File: src/rtl/count_sequencer.sv
// Sequencer for a WIDTH-bit event counter: start/stop/pause, programmable
// terminal count, up/down direction, one-shot or auto-reload with a reload tally.
module count_sequencer #(
    parameter int WIDTH = 3,
    parameter int WRAPW = 8
) (
    input  logic             clk,
    input  logic             rst,
    input  logic             start,
    input  logic             stop,
    input  logic             pause,
    input  logic             up_down,
    input  logic             auto_reload,
    input  logic [WIDTH-1:0] limit,
    output logic [WIDTH-1:0] count,
    output logic             busy,
    output logic             done,
    output logic [WRAPW-1:0] wraps
);

    typedef enum logic [1:0] {
        ST_IDLE  = 2'd0,
        ST_RUN   = 2'd1,
        ST_PAUSE = 2'd2,
        ST_DONE  = 2'd3
    } state_t;

    localparam logic [WIDTH-1:0] CNT_ZERO = {WIDTH{1'b0}};
    localparam logic [WIDTH-1:0] CNT_ONE  = WIDTH'(1'b1);
    localparam logic [WRAPW-1:0] WRP_ZERO = {WRAPW{1'b0}};
    localparam logic [WRAPW-1:0] WRP_ONE  = WRAPW'(1'b1);
    localparam logic [WRAPW-1:0] WRP_MAX  = {WRAPW{1'b1}};

    state_t           state_q;
    logic [WIDTH-1:0] count_q;
    logic [WIDTH-1:0] limit_q;
    logic             dir_q;
    logic             reload_q;
    logic             done_q;
    logic [WRAPW-1:0] wraps_q;

    logic [WIDTH-1:0] term_d;
    logic [WIDTH-1:0] seed_d;
    logic [WIDTH-1:0] step_d;
    logic [WRAPW-1:0] wraps_inc_d;

    // Terminal/seed/step values derived only from the latched sequence settings
    always_comb begin
        term_d      = CNT_ZERO;
        seed_d      = CNT_ZERO;
        step_d      = count_q;
        wraps_inc_d = wraps_q;
        if (dir_q) begin
            term_d = limit_q;
            seed_d = CNT_ZERO;
            step_d = count_q + CNT_ONE;
        end else begin
            term_d = CNT_ZERO;
            seed_d = limit_q;
            step_d = count_q - CNT_ONE;
        end
        if (wraps_q != WRP_MAX) begin
            wraps_inc_d = wraps_q + WRP_ONE;
        end else begin
            wraps_inc_d = WRP_MAX;
        end
    end

    // Sequencer FSM; stop overrides start, start overrides pause, pause overrides counting
    always_ff @(posedge clk or negedge rst) begin
        if (!rst) begin
            state_q  <= ST_IDLE;
            count_q  <= CNT_ZERO;
            limit_q  <= CNT_ZERO;
            dir_q    <= 1'b0;
            reload_q <= 1'b0;
            done_q   <= 1'b0;
            wraps_q  <= WRP_ZERO;
        end else begin
            done_q <= 1'b0;
            if (stop) begin
                state_q <= ST_IDLE;
                count_q <= CNT_ZERO;
            end else begin
                case (state_q)
                    ST_IDLE, ST_DONE: begin
                        if (start) begin
                            limit_q  <= limit;
                            dir_q    <= up_down;
                            reload_q <= auto_reload;
                            count_q  <= up_down ? CNT_ZERO : limit;
                            wraps_q  <= WRP_ZERO;
                            state_q  <= ST_RUN;
                        end else begin
                            state_q <= state_q;
                        end
                    end
                    ST_RUN: begin
                        if (pause) begin
                            state_q <= ST_PAUSE;
                        end else if (count_q == term_d) begin
                            done_q <= 1'b1;
                            if (reload_q) begin
                                count_q <= seed_d;
                                wraps_q <= wraps_inc_d;
                            end else begin
                                state_q <= ST_DONE;
                            end
                        end else begin
                            count_q <= step_d;
                        end
                    end
                    ST_PAUSE: begin
                        if (!pause) begin
                            state_q <= ST_RUN;
                        end else begin
                            state_q <= ST_PAUSE;
                        end
                    end
                    default: begin
                        state_q <= ST_IDLE;
                        count_q <= CNT_ZERO;
                    end
                endcase
            end
        end
    end

    assign count = count_q;
    assign busy  = (state_q == ST_RUN) || (state_q == ST_PAUSE);
    assign done  = done_q;
    assign wraps = wraps_q;

endmodule

File: config.mk
export PLATFORM = sky130hd
export DESIGN_NAME = count_sequencer
export DESIGN_NICKNAME = d
export VERILOG_FILES = /design/src/rtl/count_sequencer.sv
export SDC_FILE = /design/constraint.sdc
export NUM_CORES = 1
export LEC_CHECK = 0
export ABC_AREA = 1
export BUFFER_PORTS_ARGS = -buffer_cell sky130_fd_sc_hd__buf_2
export CORE_UTILIZATION = 55
export DETAILED_ROUTE_END_ITERATION = 12
export GPL_ROUTABILITY_DRIVEN = 0
export PLACE_DENSITY_LB_ADDON = 0.25
export SLEW_MARGIN = 20
export SYNTH_ARGS = -nofsm -noshare
export SYNTH_HDL_FRONTEND = slang
export SYNTH_SLANG_ARGS = --single-unit
export TNS_END_PERCENT = 10
File: constraint.sdc
create_clock -name clk -period 1.8 [get_ports clk]
set_input_delay 0.54 -clock clk [delete_from_list [all_inputs] [get_ports clk]]
set_output_delay 0.54 -clock clk [all_outputs]
set_load 0.05 [all_outputs]
==> results of run 1 <==
[worst paths after layout]
path                                               end  slack, ns                   start  cells after the start
worst max-delay path                              busy       0.01  state_q[1]$_DFFE_PN0P_                      3
worst min-delay path              count[1]$_DFFE_PN0P_       0.15                     rst                      1
worst max register to register    wraps[4]$_DFFE_PN0P_       0.18  state_q[1]$_DFFE_PN0P_                      9
worst min register to register    count[1]$_DFFE_PN0P_       0.56    count[1]$_DFFE_PN0P_                      2
max in group asynchronous         wraps[4]$_DFFE_PN0P_       1.35                     rst                      1
min in group clk                limit_q[2]$_DFFE_PN0P_       0.47                limit[2]                      2
[per-stage QoR]
step / area [µm²] / setup WS (ns)
after floorplan: 1349 / 0.01566
after global placement: 1486 / 0.1516
after detailed placement: 1486 / 0.1097
after CTS: 1545 / 0.001920
after global routing: 1555 / -0.01611
final: 1555 / 0.01420
[repair_timing]
item	in CTS	in global routing
setup buffers	1	1
gates resized for setup	7	1
hold endpoints to repair	0	0
pin swaps	1	1
setup endpoints to repair	1	8
[layout by cell type, fill, tap and decap left out, drive strengths merged]
cell type	n
a21oi	8
buf	26
clkbuf	4
clkinv	1
dfrtp	19
fa	1
ha	3
inv	26
mux2	3
nand2	54
nand3	14
nand3b	1
nand4	7
nor2	19
nor3	1
o21ai	15
o22ai	2
o31ai	1
o32ai	1
or2	1
xnor2	2
[sequential cells by signal, summed over array words and instances, names as in the netlist]
register and cells:
count 3, dir_q 1, done 1, limit_q 3, reload_q 1, state_q 2
wraps 8
[power by group through the flow]
stage / combinational, mW / sequential, mW / clock (mW)
global placement: 1.57 / 0.755 / 0
finish: 1.75 / 0.765 / 0.231
floorplan: 1.10 / 0.957 / 0
global route: 1.93 / 0.792 / 0.241
CTS: 1.72 / 0.764 / 0.232
detailed placement: 1.61 / 0.768 / 0
[routing by layer]
metal	vias to the layer above	routed length, µm	global-route usage
met5	-	0	0
met4	0	51	0.1351
met3	5	94	0.03801
met2	30	1491	0.4589
met1	589	1358	0.3479
li1	646	-	-
[worst max-delay path, delay by kind of cell, from the launching register on]
| kind | cells | cell delay [ns] |
|---|---|---|
| adder cells (fa/ha/maj) | 1 | 0.31 |
| buffers and inverters | 2 | 0.19 |
| flip-flops | 1 | 0.43 |
[cell type report]
cell class,count,area [µm²],share of cell area
Tap cell,28,35.03,0.02253
Timing Repair Buffer,26,150.1,0.09654
Sequential cell,19,475.5,0.3057
Multi-Input combinational cell,133,759.5,0.4883
Inverter,27,108.9,0.06999
Clock buffer,4,26.28,0.01689
[cells by family (layout without fill, tap and decap cells)]
group	after synthesis	in the layout	share of synthesized area
AOI/OAI and AO/OA	27	27	0.1271
adders and majority gates	4	4	0.04268
xor gates and xnor gates	2	2	0.01299
muxes	3	3	0.02504
and+or+nand+nor	97	97	0.3442
DFF	19	19	0.3525
buffers and inverters	30	57	0.09554
==> run metrics, run 1 <==
outcome=finished clean; port bufs=22; CTS Root Cell=clkbuf_4; Overflow after GRT=0; Final Setup Violations=0; clk buf depth=2; Sw Pwr=between 1 and 1.5 mW; number of inserted diodes=0; hold_buf cts=0; Vias/cell=between 5 and 6; flops & latches, synth=19; Filler Cell Count=between 150 and 200; register area share after synthesis=0.3525; kind of critical path=reg -> out; vias in the first global route=between 1000 and 1500; Post-synth EDFFs=0; crit path max fanout=4; Final Slew Violations=0; Startpoint Class=flip-flop; top-count cell post-synth=nand2_1; Yosys cell types=29; clk_lat worst skew=0.31 ns; top cells by count, synth=nand2_1, inv_1, dfrtp_1; sequential share of power=0.278; setup_tns=0 ns; LEAKAGE=approximately 0.8 nW; Detail Placement HPWL=2249 µm; Pint=1.256 mW; pwr dens=~1800 mW/mm²; clk slew on worst S/H paths=0.11 ns; syn_nets=196; async set-reset flop share out of synthesis=1.000; combinational power share=0.637; total core area=roughly 0.0023 mm²; Max Cap Viol=0; hold slack=0.1470 ns; CP Cell Sequence=ha_4 > inv_4 > buf_8; fin nets=approximately 220; drt first pass iters=4; worst-margin pin slew=approximately 0.44 ns; total placed cells including tap cells=~230; # DRC=0; Clock Sinks=19; layout cells sized above 1=0.2775; via count=1270; Die Y=around 52 µm; antenna-violating nets left=0; die area=roughly 0.0027 mm²; WL final=~3000 µm; Initial Util=0.5982; Fmax achieved=between 0.5 and 0.6 GHz; final setup skew=between 0.001 and 0.0015 ns; HP Class=in -> async; Final Critical Period=1.786 ns; headroom to the max-slew limit=0.7073; Mapped Area=roughly 0.0013 mm²; final hold vios=0; Critical Path RT=1.26 ns; Setup crit end kind=output port; Iteration-0 DRC Markers=33; Net Sw Frac=0.5426; Die X=51.52 µm; Post-synth top flop=dfrtp_1; Critical Path Slowest Stage Cell=dfrtp_1; top post-synthesis cells by area=dfrtp_1, nand2_1, inv_1, nand3_1, nor2_1; cts bufs inserted=3; initial antenna violation count=0; Post-Syn Instances=182; CP peak stage delay=between 0.4 and 0.5 ns; data arrival time of the worst path=approximately 1.3 ns; RSZ-0062 raised after global routing=true; H-tree depth=1; largest net degree at the start of global routing=20; Total Routing Usage GR=0.2748; CTS tree=yes; maximum vdd drop=about 1.2 mV; yosys warns=0; drt wl/cell=approximately 13 µm; crit share post-route=0.9921; total power=approximately 2.7 mW; part of the power in the clock network=0.084; Synth area leader=dfrtp_1; synthesized area per cell=~7.4 µm²; Synth top area share=0.3525; synthesis-to-layout area growth=15.31%; Cell Rows=17; Non-Filler Instances=approximately 240; # IOs=23; utilization after layout=0.6898; first-pass GRT wire length=around 5300 µm
Note: power is estimated with default switching activity, not from simulation.
==> inputs of run 2 (changes only) <==
CORE_UTILIZATION = 25   (was 55)
==> run metrics, run 2 (synthesis gave the netlist of run 1 again) <==
cts bufs inserted=3 (unchanged); Final Critical Period=1.746 ns (-0.03997 ns); Largest register FFs=8 (unchanged); WL final=3207 µm (+7.1%); Filler Cell Count=581 (+210%); HP Class=in -> async; die area=0.005693 mm² (+110%); CP peak stage delay=0.39 ns (-0.04 ns); most frequent cells in the layout=nand2_1, inv_1, buf_2, dfrtp_1, nor2_1; outcome=finished clean; Overflow after GRT=0 (unchanged); pwr dens=1717 mW/mm² (-2.8%); Final Setup Violations=0 (unchanged); crit path max fanout=4 (unchanged); Iteration-0 DRC Markers=65 (+97%); Vias/cell=4.401 (-18%); Startpoint Class=flip-flop; LEAKAGE=0.8068 nW (+1.4%); Die Y=75.45 µm (+46%); # DRC=0 (unchanged); drt first pass iters=4 (unchanged); initial antenna violation count=0 (unchanged); first-pass GRT wire length=5292 µm (-0.51%); maximum vdd drop=0.5604 mV (-54%); # IOs=23 (unchanged); headroom to the max-slew limit=0.6839 (-0.02334); data arrival time of the worst path=1.21 ns (-0.04 ns); final setup skew=0.006320 ns (+0.005311 ns); Die X=75.45 µm (+46%); vias in the first global route=1182 (-1.6%); Total Routing Usage GR=0.1226 (-0.1522); CTS Root Cell=clkbuf_8; via count=1228 (-3.3%); fin nets=224 (unchanged); clk slew on worst S/H paths=0.08 ns (-0.03 ns); Final Slew Violations=0 (unchanged); CP Cell Sequence=inv_1 > ha_4 > inv_2 > buf_8; layout cells sized above 1=0.2775 (unchanged); total core area=0.005140 mm² (+130%); area occupied by multi-input gates=759.5 µm² (unchanged); Cell Rows=26 (+9); hold_buf cts=0 (unchanged); number of inserted diodes=0 (unchanged); design area=0.001625 mm² (+4.5%); synthesis-to-layout area growth=20.50%; Post-DP Area=0.001546 mm² (+4.0%); Max Cap Viol=0 (unchanged); drt wl/cell=11.49 µm (-9.0%); sequential cell area=475.5 µm² (unchanged); crit share post-route=0.9699 (-0.02221); commonest non-fill, non-tap cell in the layout=nand2_1; Fmax achieved=0.5728 GHz (+2.3%); worst-margin pin slew=0.4741 ns (+0.03502 ns); largest net degree at the start of global routing=20 (unchanged); Detail Placement HPWL=2380 µm (+5.8%); antenna-violating nets left=0 (unchanged); clk buf depth=2 (unchanged); final hold vios=0 (unchanged); setup_tns=0 ns (unchanged); H-tree depth=1 (unchanged); kind of critical path=reg -> out; CTS tree=yes; Initial Util=0.2624 (-0.3358); Critical Path RT=1.26 ns (about the same); port bufs=22 (unchanged); Setup crit end kind=output port; Clock Sinks=19 (unchanged); clk_lat worst skew=0.26 ns (-0.05 ns); Critical Path Slowest Stage Cell=dfrtp_1
-- run 2: changes by cell type in the layout (fill, tap and decap cells not counted) --
cell / before / now
inv_1: 20 / 21
inv_4: 3 / 2
clkbuf_4: 3 / 0
clkinv_2: 0 / 1
clkbuf_1: 1 / 0
clkbuf_8: 0 / 3
-- run 2: worst max-delay path, delay by kind of cell, from the launching register on --
kind       cells  cell delay (ns)
flops          1             0.39
buf+inv        3             0.35
fa+ha+maj      1             0.22
-- run 2: final timing paths --
path                                        startpoint                     end  slack [ns]  depth (start not counted)
worst max-delay path            state_q[0]$_DFFE_PN0P_                    busy        0.05                          4
worst min-delay path                               rst          done$_DFF_PN0_        0.23                          1
worst max register to register  state_q[1]$_DFFE_PN0P_    wraps[0]$_DFFE_PN0P_        0.19                          9
worst min register to register    count[1]$_DFFE_PN0P_    count[1]$_DFFE_PN0P_        0.54                          2
max in group asynchronous                          rst  limit_q[1]$_DFFE_PN0P_        1.25                          1
min in group clk                              limit[2]  limit_q[2]$_DFFE_PN0P_        0.52                          2
-- run 2: final cells by class --
| class | count | area share |
|---|---|---|
| multi-input cells | 133 | 0.4673 |
| flip-flops and latches | 19 | 0.2925 |
| repair buffers | 26 | 0.09238 |
| inverters | 27 | 0.06543 |
| well taps | 70 | 0.05389 |
| clock buffers | 3 | 0.02540 |
| clock inverters | 1 | 0.003079 |
-- run 2: stage by stage --
step / cells / setup WS (ns) / total power, mW / utilization / hold WS [ns]
2_1_floorplan: 182 / 0.01566 / 2.053 / - / 0.2444
3_3_place_gp: 274 / 0.1851 / 2.413 / 0.3009 / 0.4968
3_5_place_dp: 274 / 0.1729 / 2.413 / 0.3009 / 0.4946
4_1_cts: 279 / 0.03333 / 2.783 / 0.3126 / 0.2514
5_1_grt: 279 / -0.003931 / 3.047 / 0.3162 / 0.2562
6_report: 279 / 0.05418 / 2.791 / 0.3162 / 0.2284
-- run 2: timing repair --
| action | CTS | global route |
|---|---|---|
| setup buffers | 1 | 0 |
| setup endpoints to repair | 1 | 1 |
| gates resized for setup | 3 | 3 |
-- run 2: where the power goes --
part           internal, mW  total (mW)  switching, mW
registers             0.571       0.767          0.196
logic                 0.585        1.71           1.13
clock network         0.154       0.310          0.155
-- run 2: layer usage --
metal / vias to the layer above / part of all wire / GRT usage
li1: 640 / - / -
met1: 564 / 0.46 / 0.1633
met2: 18 / 0.49 / 0.2014
met3: 6 / 0.026 / 0.01984
met4: 0 / 0.016 / 0.04321
met5: - / 0 / 0
==> inputs of run 3 (changes only) <==
CORE_MARGIN = 5   (was unset)
GPL_TIMING_DRIVEN = 0   (was unset)
==> run metrics, run 3 (synthesis gave the netlist of run 1 again) <==
crit path max fanout=5 (+1); clk slew on worst S/H paths=0.08 ns (about the same); final hold vios=0 (unchanged); crit share post-route=0.9710 (+0.001053); R2R setup slack=0.11 ns (-0.08 ns); worst path buffer plus inverter count=3 (unchanged); WL final=3310 µm (+3.2%); Final Critical Period=1.748 ns (+0.001895 ns); H-tree depth=1 (unchanged); layout cells sized above 1=0.2705 (-0.006981); Total Routing Usage GR=0.09887 (-0.02373); first-pass GRT wire length=5761 µm (+8.9%); CTS Root Cell=clkbuf_8; Fmax achieved=0.5722 GHz (-0.11%); utilization after layout=0.3113 (-0.004891); kind of critical path=reg -> out; via count=1226 (-0.16%); largest net degree at the start of global routing=20 (unchanged); cts bufs inserted=3 (unchanged); R2R Path End=wraps[4]$_DFFE_PN0P_; Die X=83.45 µm (+11%); Final Setup Violations=0 (unchanged); Startpoint Class=flip-flop; Iteration-0 DRC Markers=61 (-6.2%); Critical Path Slowest Stage Cell=dfrtp_1; Cell Rows=26 (unchanged); Initial Util=0.2608 (-0.001650); fin nets=222 (-0.89%); reg-to-reg critical path startpoint=state_q[1]$_DFFE_PN0P_; Overflow after GRT=0 (unchanged); Vias/cell=4.426 (+0.56%); total core area=0.005172 mm² (+0.63%); hold_buf cts=0 (unchanged); initial antenna violation count=0 (unchanged); synthesis-to-layout area growth=19.39%; final setup skew=0.001686 ns (-0.004633 ns); Setup WS post-layout=0.05228 ns (-0.001895 ns); most frequent CP cell=inv_2; RSZ-0062 raised after global routing=true; clk buf depth=2 (unchanged); drt first pass iters=4 (unchanged); Max Cap Viol=0 (unchanged); die area=0.006964 mm² (+22%); CP Cell Sequence=inv_2 > ha_4 > inv_2 > buf_8; CP peak stage delay=0.41 ns (+0.02 ns); # DRC=0 (unchanged); Die Y=83.45 µm (+11%); Final Slew Violations=0 (unchanged); clk_lat worst skew=0.26 ns (about the same); maximum vdd drop=0.5429 mV (-3.1%); Clock Sinks=19 (unchanged); antenna-violating nets left=0 (unchanged); design area=0.001610 mm² (-0.92%); drt wl/cell=11.95 µm (+4.0%); commonest non-fill, non-tap cell in the layout=nand2_1; worst-margin pin slew=0.4686 ns (-0.005486 ns); Post-DP Area=0.001541 mm² (-0.32%); CP Launch Point=state_q[0]$_DFFE_PN0P_; Post-Place Setup Slack=0.1040 ns (-0.06891 ns); number of inserted diodes=0 (unchanged); Setup crit end kind=output port; outcome=finished clean; Detail Placement HPWL=2547 µm (+7.0%); # IOs=23 (unchanged); Critical Path RT=1.26 ns (about the same); Reg2Reg Depth=10 (+1); data arrival time of the worst path=1.21 ns (about the same); CP top delay family=flip-flops; pwr dens=1730 mW/mm² (+0.77%); LEAKAGE=0.7988 nW (-0.99%); port bufs=21 (-4.5%); HP Class=in -> async; Largest register FFs=8 (unchanged); Setup Fix Bufs, Post-CTS=0 (-1); total power=2.786 mW (-0.16%); headroom to the max-slew limit=0.6876 (+0.003657); most frequent cells in the layout=nand2_1, inv_1, buf_2, dfrtp_1, nor2_1; CTS tree=yes; vias in the first global route=1237 (+4.7%)
run 3: through the flow:
step | std cells | hold WS [ns] | setup TNS [ns]
after floorplan | 182 | 0.2444 | 0
after global placement | 273 | 0.4926 | 0
after detailed placement | 273 | 0.5001 | 0
after CTS | 277 | 0.2410 | 0
after global routing | 277 | 0.2655 | -0.00008638
final | 277 | 0.2246 | 0
run 3: worst max path at each step:
stage / endpoint / slack, ns / depth (start not counted)
after floorplan: wraps[3]$_DFFE_PN0P_ / 0.02 / 10
after global placement: busy / 0.1 / 4
after detailed placement: busy / 0.10 / 4
after CTS: busy / 0.02 / 4
after global routing: wraps[4]$_DFFE_PN0P_ / -0.00009 / 10
final: busy / 0.05 / 4
run 3: area by class of cell:
class	instances	area (µm²)
Clock inverter	1	5.005
Sequential cell	19	475.5
Buffer	3	22.52
Clock buffer	3	41.29
Multi-Input combinational cell	133	757.0
Timing Repair Buffer	21	115.1
Tap cell	70	87.58
Inverter	27	106.4
Fill cell	577	3562
run 3: repair_timing:
| item | CTS | global route |
|---|---|---|
| resized for setup | 4 | 2 |
| gates cloned | 0 | 0 |
| pin swaps | 0 | 0 |
| setup endpoints to repair | 1 | 2 |
run 3: layer usage:
layer | routed length (µm) | vias to the layer above | track usage
met5 | 0 | - | 0
met2 | 1523 | 20 | 0.1618
met1 | 1604 | 564 | 0.1296
met4 | 39 | 0 | 0.03070
met3 | 143 | 4 | 0.02172
li1 | - | 638 | -
run 3: report_power, final:
part           total (mW)  switching [mW]  internal (mW)  leakage, nW
clock               0.310           0.156          0.154       0.0255
sequential          0.742           0.170          0.572        0.248
combinational        1.73            1.16          0.570        0.525
total                2.79            1.49           1.30        0.799
